File: src/rtl/ahb_slave_ctrl.sv
// Data-phase sequencer for the byte-wide AHB-Lite register slave: captures the
// address phase, inserts wait states, and drives strobes, HREADYOUT and HRESP.
module ahb_slave_ctrl #(
  parameter int unsigned ADDR_W  = 8,
  parameter int unsigned RD_WAIT = 1,
  parameter int unsigned WR_WAIT = 0
) (
  input  logic              hclk,
  input  logic              hreset_n,
  input  logic              hsel_x,
  input  logic              hready,
  input  logic [1:0]        htrans,
  input  logic              hwrite,
  input  logic [2:0]        hsize,
  input  logic [ADDR_W-1:0] haddr,
  output logic              hreadyout,
  output logic              hresp,
  output logic [1:0]        read_select,
  output logic              rd_en,
  output logic              wr_en,
  output logic [1:0]        wr_sel
);

  localparam int unsigned CNT_W = 3;
  localparam int unsigned IDX_W = 2;

  localparam logic [2:0] ST_IDLE = 3'd0;
  localparam logic [2:0] ST_WAIT = 3'd1;
  localparam logic [2:0] ST_DONE = 3'd2;
  localparam logic [2:0] ST_ERR1 = 3'd3;
  localparam logic [2:0] ST_ERR2 = 3'd4;

  localparam logic [CNT_W-1:0] RD_CNT = CNT_W'(RD_WAIT);
  localparam logic [CNT_W-1:0] WR_CNT = CNT_W'(WR_WAIT);

  generate
    if (RD_WAIT > 7 || WR_WAIT > 7) begin : g_bad_wait
      $error("ahb_slave_ctrl: RD_WAIT/WR_WAIT must be in 0..7");
    end
    if (ADDR_W < 3) begin : g_bad_addr
      $error("ahb_slave_ctrl: ADDR_W must be at least 3");
    end
  endgenerate

  logic [2:0]       state, state_nx;
  logic [CNT_W-1:0] cnt, cnt_nx;
  logic [IDX_W-1:0] cap_idx, cap_idx_nx;
  logic             cap_wr, cap_wr_nx;

  logic             hreadyout_nx, hresp_nx, rd_en_nx, wr_en_nx;
  logic [IDX_W-1:0] read_select_nx, wr_sel_nx;

  logic             accept_c, err_c;
  logic [CNT_W-1:0] ld_cnt_c;
  logic             unused_htrans;

  assign unused_htrans = htrans[0];

  // Address-phase qualification and error decode
  assign accept_c = hsel_x & hready & htrans[1];
  assign err_c    = (hsize != 3'd0)
                  | (haddr[ADDR_W-1:2] != '0)
                  | (hwrite & ((haddr[1:0] == 2'd0) | (haddr[1:0] == 2'd3)));
  assign ld_cnt_c = hwrite ? WR_CNT : RD_CNT;

  always_ff @(posedge hclk or negedge hreset_n) begin
    if (!hreset_n) begin
      state       <= ST_IDLE;
      cnt         <= '0;
      cap_idx     <= '0;
      cap_wr      <= 1'b0;
      hreadyout   <= 1'b1;
      hresp       <= 1'b0;
      rd_en       <= 1'b0;
      wr_en       <= 1'b0;
      read_select <= '0;
      wr_sel      <= '0;
    end else begin
      state       <= state_nx;
      cnt         <= cnt_nx;
      cap_idx     <= cap_idx_nx;
      cap_wr      <= cap_wr_nx;
      hreadyout   <= hreadyout_nx;
      hresp       <= hresp_nx;
      rd_en       <= rd_en_nx;
      wr_en       <= wr_en_nx;
      read_select <= read_select_nx;
      wr_sel      <= wr_sel_nx;
    end
  end

  // Next state; IDLE, DONE and ERR2 all accept a new (possibly pipelined) transfer
  always_comb begin
    state_nx   = state;
    cnt_nx     = cnt;
    cap_idx_nx = cap_idx;
    cap_wr_nx  = cap_wr;
    case (state)
      ST_WAIT: begin
        cnt_nx = cnt - CNT_W'(1);
        if (cnt == CNT_W'(1)) begin
          state_nx = ST_DONE;
        end
      end
      ST_ERR1: begin
        state_nx = ST_ERR2;
      end
      default: begin
        state_nx = ST_IDLE;
        cnt_nx   = '0;
        if (accept_c) begin
          cap_idx_nx = haddr[1:0];
          cap_wr_nx  = hwrite;
          if (err_c) begin
            state_nx = ST_ERR1;
          end else if (ld_cnt_c != '0) begin
            state_nx = ST_WAIT;
            cnt_nx   = ld_cnt_c;
          end else begin
            state_nx = ST_DONE;
          end
        end
      end
    endcase
  end

  // Outputs registered from the next state so they align with the state they describe
  always_comb begin
    hreadyout_nx   = !((state_nx == ST_WAIT) || (state_nx == ST_ERR1));
    hresp_nx       = (state_nx == ST_ERR1) || (state_nx == ST_ERR2);
    rd_en_nx       = (state_nx == ST_DONE) && !cap_wr_nx;
    wr_en_nx       = (state_nx == ST_DONE) && cap_wr_nx;
    read_select_nx = rd_en_nx ? cap_idx_nx : read_select;
    wr_sel_nx      = wr_en_nx ? cap_idx_nx : wr_sel;
  end

endmodule
File: config.mk
export PLATFORM = sky130hd
export DESIGN_NAME = ahb_slave_ctrl
export DESIGN_NICKNAME = d
export VERILOG_FILES = /design/src/rtl/ahb_slave_ctrl.sv
export SDC_FILE = /design/constraint.sdc
export NUM_CORES = 1
export LEC_CHECK = 0
export CAP_MARGIN = 10
export CORE_AREA = 2 2 51 53
export CTS_CLUSTER_DIAMETER = 150
export DETAILED_ROUTE_END_ITERATION = 10
export DIE_AREA = 0 0 53 55
export GPL_ROUTABILITY_DRIVEN = 0
export PLACE_DENSITY_LB_ADDON = 0.05
export RECOVER_POWER = 25
export REMOVE_ABC_BUFFERS = 1
export SETUP_SLACK_MARGIN = 0.02
export SLEW_MARGIN = 20
export SYNTH_ARGS = -nofsm -noshare
export SYNTH_HDL_FRONTEND = slang
export SYNTH_SLANG_ARGS = --single-unit
File: constraint.sdc
create_clock -name hclk -period 2.3 [get_ports hclk]
set_input_delay 0.46 -clock hclk [delete_from_list [all_inputs] [get_ports hclk]]
set_output_delay 0.46 -clock hclk [all_outputs]
set_load 0.005 [all_outputs]
# Word-level counts from Yosys, hierarchy flattened
# Cells that the tools add are included.
# word_totals
inputBits	18
wordCells	50
ff_bits	17
out_inout_bits	8
# op_classes
n_reduce_logical	11
mux	14
add_sub_neg	1
n_eq_ne	8
n_bitwise	6
# op_table
operator	n
$pmux 3 s2	2
$mux 2	5
$eq 3x1->1 const B	3
$eq 3x2->1 const B	3
$mux 1	6
$reduce_bool 3->1	2
$reduce_bool 6->1	1
$and 1x1->1	3
$eq 3x3->1 const B	1
$mux 3	1
$or 1x1->1	3
$sub 3x1->3 const B	1
$eq 2x2->1 const B	1
$logic_and 1x1->1	2
$logic_not 1->1	2
$logic_not 2->1	1
$logic_or 1x1->1	2
$reduce_or 2->1	1

# Logic depth before layout (Yosys ltp)
# depth
depth_word	10
depth_mapped	6
depth_no_buf	6

# Least setup slack after synthesis
# OpenSTA, ideal clock, no wires.
# synth_path
path_kind	input-to-reg
start	in haddr[2]
end	reg wr_sel[0]
path_slack_ns	0.759
setup_time_ns	0.125
path_stages	4
required_time_ns	2.175
n_path_buf	0
t_arrival_ns	1.416
path_cell_list	nor4_2 and2_1 a32o_2 mux2_4
# synth_between
elab_chain_len	8
# synth_rtl
item	line	text
start: declaration	15	input logic [ADDR_W-1:0] haddr,
$reduce_bool 6->1	62	| (haddr[ADDR_W-1:2] != '0)
$or 1x1->1	62	
$or 1x1->1	63	| (hwrite & ((haddr[1:0] == 2'd0) | (haddr[1:0] == 2'd3)));
$mux 2	114	if (err_c) begin
$mux 2	111	if (accept_c) begin
$pmux 3 s2	98	case (state)
$eq 3x2->1	132	wr_en_nx = (state_nx == ST_DONE) && cap_wr_nx;
$logic_and 1x1->1	132	
named net wr_en_nx	50	logic hreadyout_nx, hresp_nx, rd_en_nx, wr_en_nx;
end signal: assignment	88	wr_sel <= wr_sel_nx;
end: declaration	21	output logic [1:0] wr_sel
# The timed path passes the listed nets, and every way through them passes these cells.
# A chain may end at the register's enable or synchronous reset.

# Worst setup path in the final report
# layout_path
start	in haddr[2]
end	reg wr_sel[1]
# Same word-level chain as after synthesis.

==> results.md <==
* Status: completed
* Setup bufs post-CTS at 0
* Wire length per cell at about 12 um
* Power density cells at about 920 nW/um^2
* Critical path cell sequence: clkdlybuf4s50_1 -> nor4_2 -> and2_1 -> a32o_2 -> mux2_4
* Remaining antenna violation count at 0
* Area Growth Syn to Fin at 38.1%
* Crit-path max FO at 3
* Most common cell after layout, fill and taps aside: clkdlybuf4s50_1
* CTS Buf Count at 3
* Tmin final at approximately 1.8 ns
* Delay-heaviest family, CP: simple AND/OR/NAND/NOR gates
* RSZ-0062 raised after global routing: no
* Hold path depth at 1
* Hold-fix buffers, CTS at 0
* TritonCTS Sinks at 17
* Slew @ Worst Pin at between 0.8 and 0.9 ns
* Syn Inst Count at 62
* PortBufs at 24
* Pin count of the biggest net entering global routing at 18
* Worst reg-to-reg path cell count at 6
* FMAX at around 560 MHz
* Slew headroom at between 40% and 50%
* H-tree depth at 1
* Non-filler cells, final at 120
* Layout Skew at roughly 0.0073 ns
* Buf+Inv Stages, Crit Path at 1
* Pins Over Slew Limit at 0
* Arr. time, crit path at roughly 2.0 ns
* Share of cells above drive strength 1 at approximately 22%
* Setup TNS at 0 ns
* Yosys reg bits at 17
* CTS tree: done
* Synth Warn # at 0
* CP max stage cell: clkdlybuf4s50_1
* Die Wd at 53 um
* Ports at 26
* Post-CTS Resized at 0
* Sequential fraction of the synthesis area at about 53%
* Worst EP required at roughly 2.5 ns
* Rows at 18
* Initial Util at about a third
* Placed insts at 116
* CP max stage delay at between 0.4 and 0.5 ns
* Commonest cells after routing, fill and taps aside: clkdlybuf4s50_1 (23), dfrtp_1 (16), nor2_1 (4), mux2_4 (4)
* Crit share post-route at between 70% and 80%
* Core area at 2360 sq um
* Gr usage total at 13.0%
* Die Height at between 50 and 60 um
* Full die area at 2920 sq um
* Fin nets at around 110
* DRT iter0 DRCs at 0
* Distinct cells, synth at 30
* Clock-pin transition on the worst setup and hold timing paths at approximately 0.11 ns
* Vias per inst at 4.45
* Critical path type: input pin to flop
* Synthesized area per cell at 12.9 sq um
* Syn Std Cell Area at 798 sq um
* Clock Tree Buf Depth at 2
* Leakage power at roughly 0.47 nW
* Final Hold Fails at 0
* DRT Pass-1 Iters at 1
* Clock latency on the worst-skew pair at 0.29 ns
* WP depth at 5
* First-pass GRT wire length at 2.66 mm
* Initial antenna violation count at 0
* Via count at between 500 and 600
* Ant diodes at 0
* Global route overflow at 0
* Final Total Pwr at ~0.0010 W
* Root buf cell: clkbuf_4
* HP Class: flop to flop
* Filler Cell Count at 235
* DRC Markers at 0
* Detailed Place HPWL at around 1.2 mm
* Vias in the first global route at between 600 and 700
* Crit start category: input pin
* Final setup violation count at 0
* Max-capacitance violation count at 0
* Setup crit end kind: flop
* Max IR drop VDD at 0.525 mV
* Total Wirelength at about 1.5 mm
==> state kept, by name (all words and copies together) (netlist names), 2 cells and up <==
name and cells:
wr_sel 2, state 3, cnt 3, cap_idx 2
read_select 2
==> power by group <==
part           leakage [nW]  internal [W]  switching [W]
sequential            0.219      0.000401      0.0000653
combinational         0.237      0.000237       0.000146
clock                0.0177     0.0000645      0.0000962
total                 0.474      0.000703       0.000308
==> cells by family (layout without fill, tap and decap cells) <==
logic type | count (synthesis) | in the layout | share of synthesized area, %
AND/OR/NAND/NOR | 21 | 21 | 18.7
multiplexers | 7 | 7 | 11.8
XOR/XNOR | 3 | 3 | 3.29
AO/OA/AOI/OAI | 9 | 9 | 8.15
flip-flops | 17 | 17 | 53.4
adder cells (fa/ha/maj) | 2 | 2 | 3.13
buffers and inverters | 3 | 31 | 1.57
==> worst paths after layout <==
check / from / endpoint / slack [ns]
max in group asynchronous: hreset_n / cap_wr / 0.95
worst max register to register: cnt[1] / wr_sel[1] / 0.68
worst min-delay path: cap_wr / rd_en / 0.52
min in group asynchronous: hreset_n / state[2] / 0.80
worst max-delay path: haddr[2] / wr_sel[1] / 0.52
worst min register to register: cap_wr / rd_en / 0.52
==> metrics by stage <==
stage / instance area (sq um) / hold WS [ns] / utilization (%) / worst slack, ns
3_5_place_dp: 1080 / 0.495 / 45.6 / 0.184
4_1_cts: 1110 / 0.488 / 46.8 / 0.505
6_report: 1100 / 0.521 / 46.6 / 0.522
3_3_place_gp: 1080 / 0.491 / 45.6 / 0.213
2_1_floorplan: 793 / 0.164 / - / 0.759
5_1_grt: 1100 / 0.543 / 46.6 / 0.415
==> synth_stat cells <==
| library cell | n | area share [%] |
|---|---|---|
| and2_1 | 2 | 1.6 |
| buf_2 | 1 | 0.63 |
| a2bb2oi_1 | 1 | 1.1 |
| nor4_2 | 1 | 1.6 |
| nand2_1 | 1 | 0.47 |
| nor2_1 | 4 | 1.9 |
| mux2_4 | 4 | 7.5 |
| nor2_2 | 1 | 0.78 |
| dfrtp_1 | 16 | 50 |
| nor3_1 | 2 | 1.3 |
| nand2b_1 | 1 | 0.78 |
| nor2b_4 | 1 | 1.7 |
| nor2b_1 | 1 | 0.78 |
| nor4_1 | 1 | 0.78 |
| a21oi_1 | 1 | 0.63 |
| nand3_1 | 3 | 1.9 |
| ha_1 | 2 | 3.1 |
| xor2_1 | 2 | 2.2 |
| nor4_4 | 1 | 2.7 |
| a211o_2 | 1 | 1.3 |
| nand2b_2 | 1 | 1.1 |
| and3_4 | 1 | 1.4 |
| a21o_1 | 1 | 0.94 |
| o21a_1 | 1 | 0.94 |
| mux2_2 | 3 | 4.2 |
| dfstp_2 | 1 | 3.3 |
| inv_1 | 2 | 0.94 |
| a32o_2 | 1 | 1.4 |
| xnor2_1 | 1 | 1.1 |
| o21ai_0 | 3 | 1.9 |
==> layer usage <==
metal / vias up / GRT usage [%] / wire length, um / part of all wire (%)
met4: 0 / 6.41 / 13 / 0.89
met5: - / 0 / 0 / 0
li1: 276 / - / - / -
met1: 248 / 15.6 / 638 / 44
met2: 8 / 21.9 / 775 / 53
met3: 2 / 3.23 / 34 / 2.3
==> area by class of cell <==
class,count,area (sq um),area share [%]
clock buffers,3,22.5,2.04
clock inverters,1,5.00,0.454
inverters,2,7.51,0.681
multi-input cells,42,359,32.6
flip-flops and latches,17,427,38.7
well taps,30,37.5,3.41
repair buffers,25,244,22.1
No activity file was read; power rests on OpenSTA's default activity.
==> patch: new RTL, same settings <==
Change the parameter `ADDR_W` from 8 to 6.
--- a/src/rtl/ahb_slave_ctrl.sv
+++ b/src/rtl/ahb_slave_ctrl.sv
@@ -1,7 +1,7 @@
 // Data-phase sequencer for the byte-wide AHB-Lite register slave: captures the
 // address phase, inserts wait states, and drives strobes, HREADYOUT and HRESP.
 module ahb_slave_ctrl #(
-  parameter int unsigned ADDR_W  = 8,
+  parameter int unsigned ADDR_W  = 6,
   parameter int unsigned RD_WAIT = 1,
   parameter int unsigned WR_WAIT = 0
 ) (
Interface: changed (resized haddr); port bits go from 26 to 24. The function was not compared with the original's and may differ.
==> patch against the unedited design <==
Count of clock-buffer cells in the layout grew 1; routed wire length fell by 3.2%; setup slack worse by 310 ps; synthesized area down 3.3%; sequential cell count unchanged; power is 7.0% higher; first-iteration DRC count increased by 7; final area fell by 1.1%; critical endpoint unchanged; largest cell class unchanged.
==> patch: results <==
export IMPL_use_met2_pct=19.2
export IMPL_cp_arrival_ps=2270
export IMPL_p_int_uw=735
export IMPL_worst_slack_ps=207
export IMPL_skew_ps=4.55
export IMPL_synthTopCellsByArea="dfrtp_1 52%, dfstp_2 3.4%, ha_1 3.2%"
export IMPL_status="complete, no violations"
export IMPL_fin_cells=124
export IMPL_yosys_top_cells_count="16 x dfrtp_1, 6 x inv_1, 6 x nand2_1"
export IMPL_rr_startpoint="state[2]"
export IMPL_first_global_vias=558
export IMPL_io_buffers=22
export IMPL_synth_distinct_cells=27
export IMPL_nets=113
export IMPL_grt_max_degree=18
export IMPL_timing_slew_headroom_pct=41.7
export IMPL_place_area_sq_mm=0.00107
export IMPL_power_leakage_nw=0.505
export IMPL_drt_iter0_drc=7
export IMPL_critPathMaxStageDelay_ps=440
export IMPL_grt_total_usage_pct=11.4
export IMPL_grt_use_met3_pct=2.42
export IMPL_grt_pass1_wl_um=2370
export IMPL_fillers=244
export IMPL_rrSetupSlack_ps=430
export IMPL_routed_via_density=4.36
export IMPL_yosysSeqAreaShare_pct=55.3
export IMPL_syn_inst=63
export IMPL_clkTransAtPathRegs_ps=90
export IMPL_routedWlPerCell_um=11.4
export IMPL_peakVddDrop_uv=519
export IMPL_drive_gt1_share_pct=19.1
export IMPL_hpwl_um=1130
patch: cell type report:
| type | instances | area (sq um) | area share (%) |
|---|---|---|---|
| sequential | 17 | 427 | 39.2 |
| clock buffer | 4 | 26.3 | 2.41 |
| tap | 30 | 37.5 | 3.44 |
| timing repair buffer | 28 | 262 | 24.0 |
| multi-input combinational | 38 | 309 | 28.4 |
| inverter | 7 | 28.8 | 2.64 |
patch: how the worst min path moves through the flow:
stage            endpoint      start  slack [ps]  depth (start not counted)
2_1_floorplan  cap_idx[0]   hreset_n         160                          0
3_3_place_gp    wr_sel[1]  wr_sel[1]         470                          1
3_5_place_dp    wr_sel[0]  wr_sel[0]         480                          1
4_1_cts             wr_en   hreset_n         490                          2
5_1_grt         wr_sel[1]  wr_sel[1]         520                          1
6_report        wr_sel[1]  wr_sel[1]         490                          1
patch: power groups by stage:
stage	clock network, mW	logic, mW	registers [mW]
final	0.153	0.467	0.462
after global routing	0.171	0.523	0.479
after CTS	0.162	0.482	0.464
after detailed placement	0	0.478	0.469
after global placement	0	0.470	0.467
after floorplan	0	0.265	0.467
patch: cell families after synthesis:
kind of cell | count (synthesis) | share of synthesized area [%]
AO/OA/AOI/OAI | 5 | 6.64
XOR/XNOR | 3 | 3.40
adder cells (fa/ha/maj) | 2 | 3.24
buffers and inverters | 8 | 4.70
flip-flops | 17 | 55.3
multiplexers | 5 | 7.13
AND/OR/NAND/NOR | 23 | 19.6
patch: routing by layer:
metal	vias to the layer above	share of wire, %
met4	0	0.99
li1	271	-
met5	-	0
met2	17	47
met3	2	8.7
met1	251	44
patch: worst register-to-register path, stage by stage, from the launching register on:
cell and delay, ps:
dfrtp_1 360, nand2b_1 260, nor2_1 290, a22oi_2 140
buf_4 160, nor3_4 210, mux2_1 340
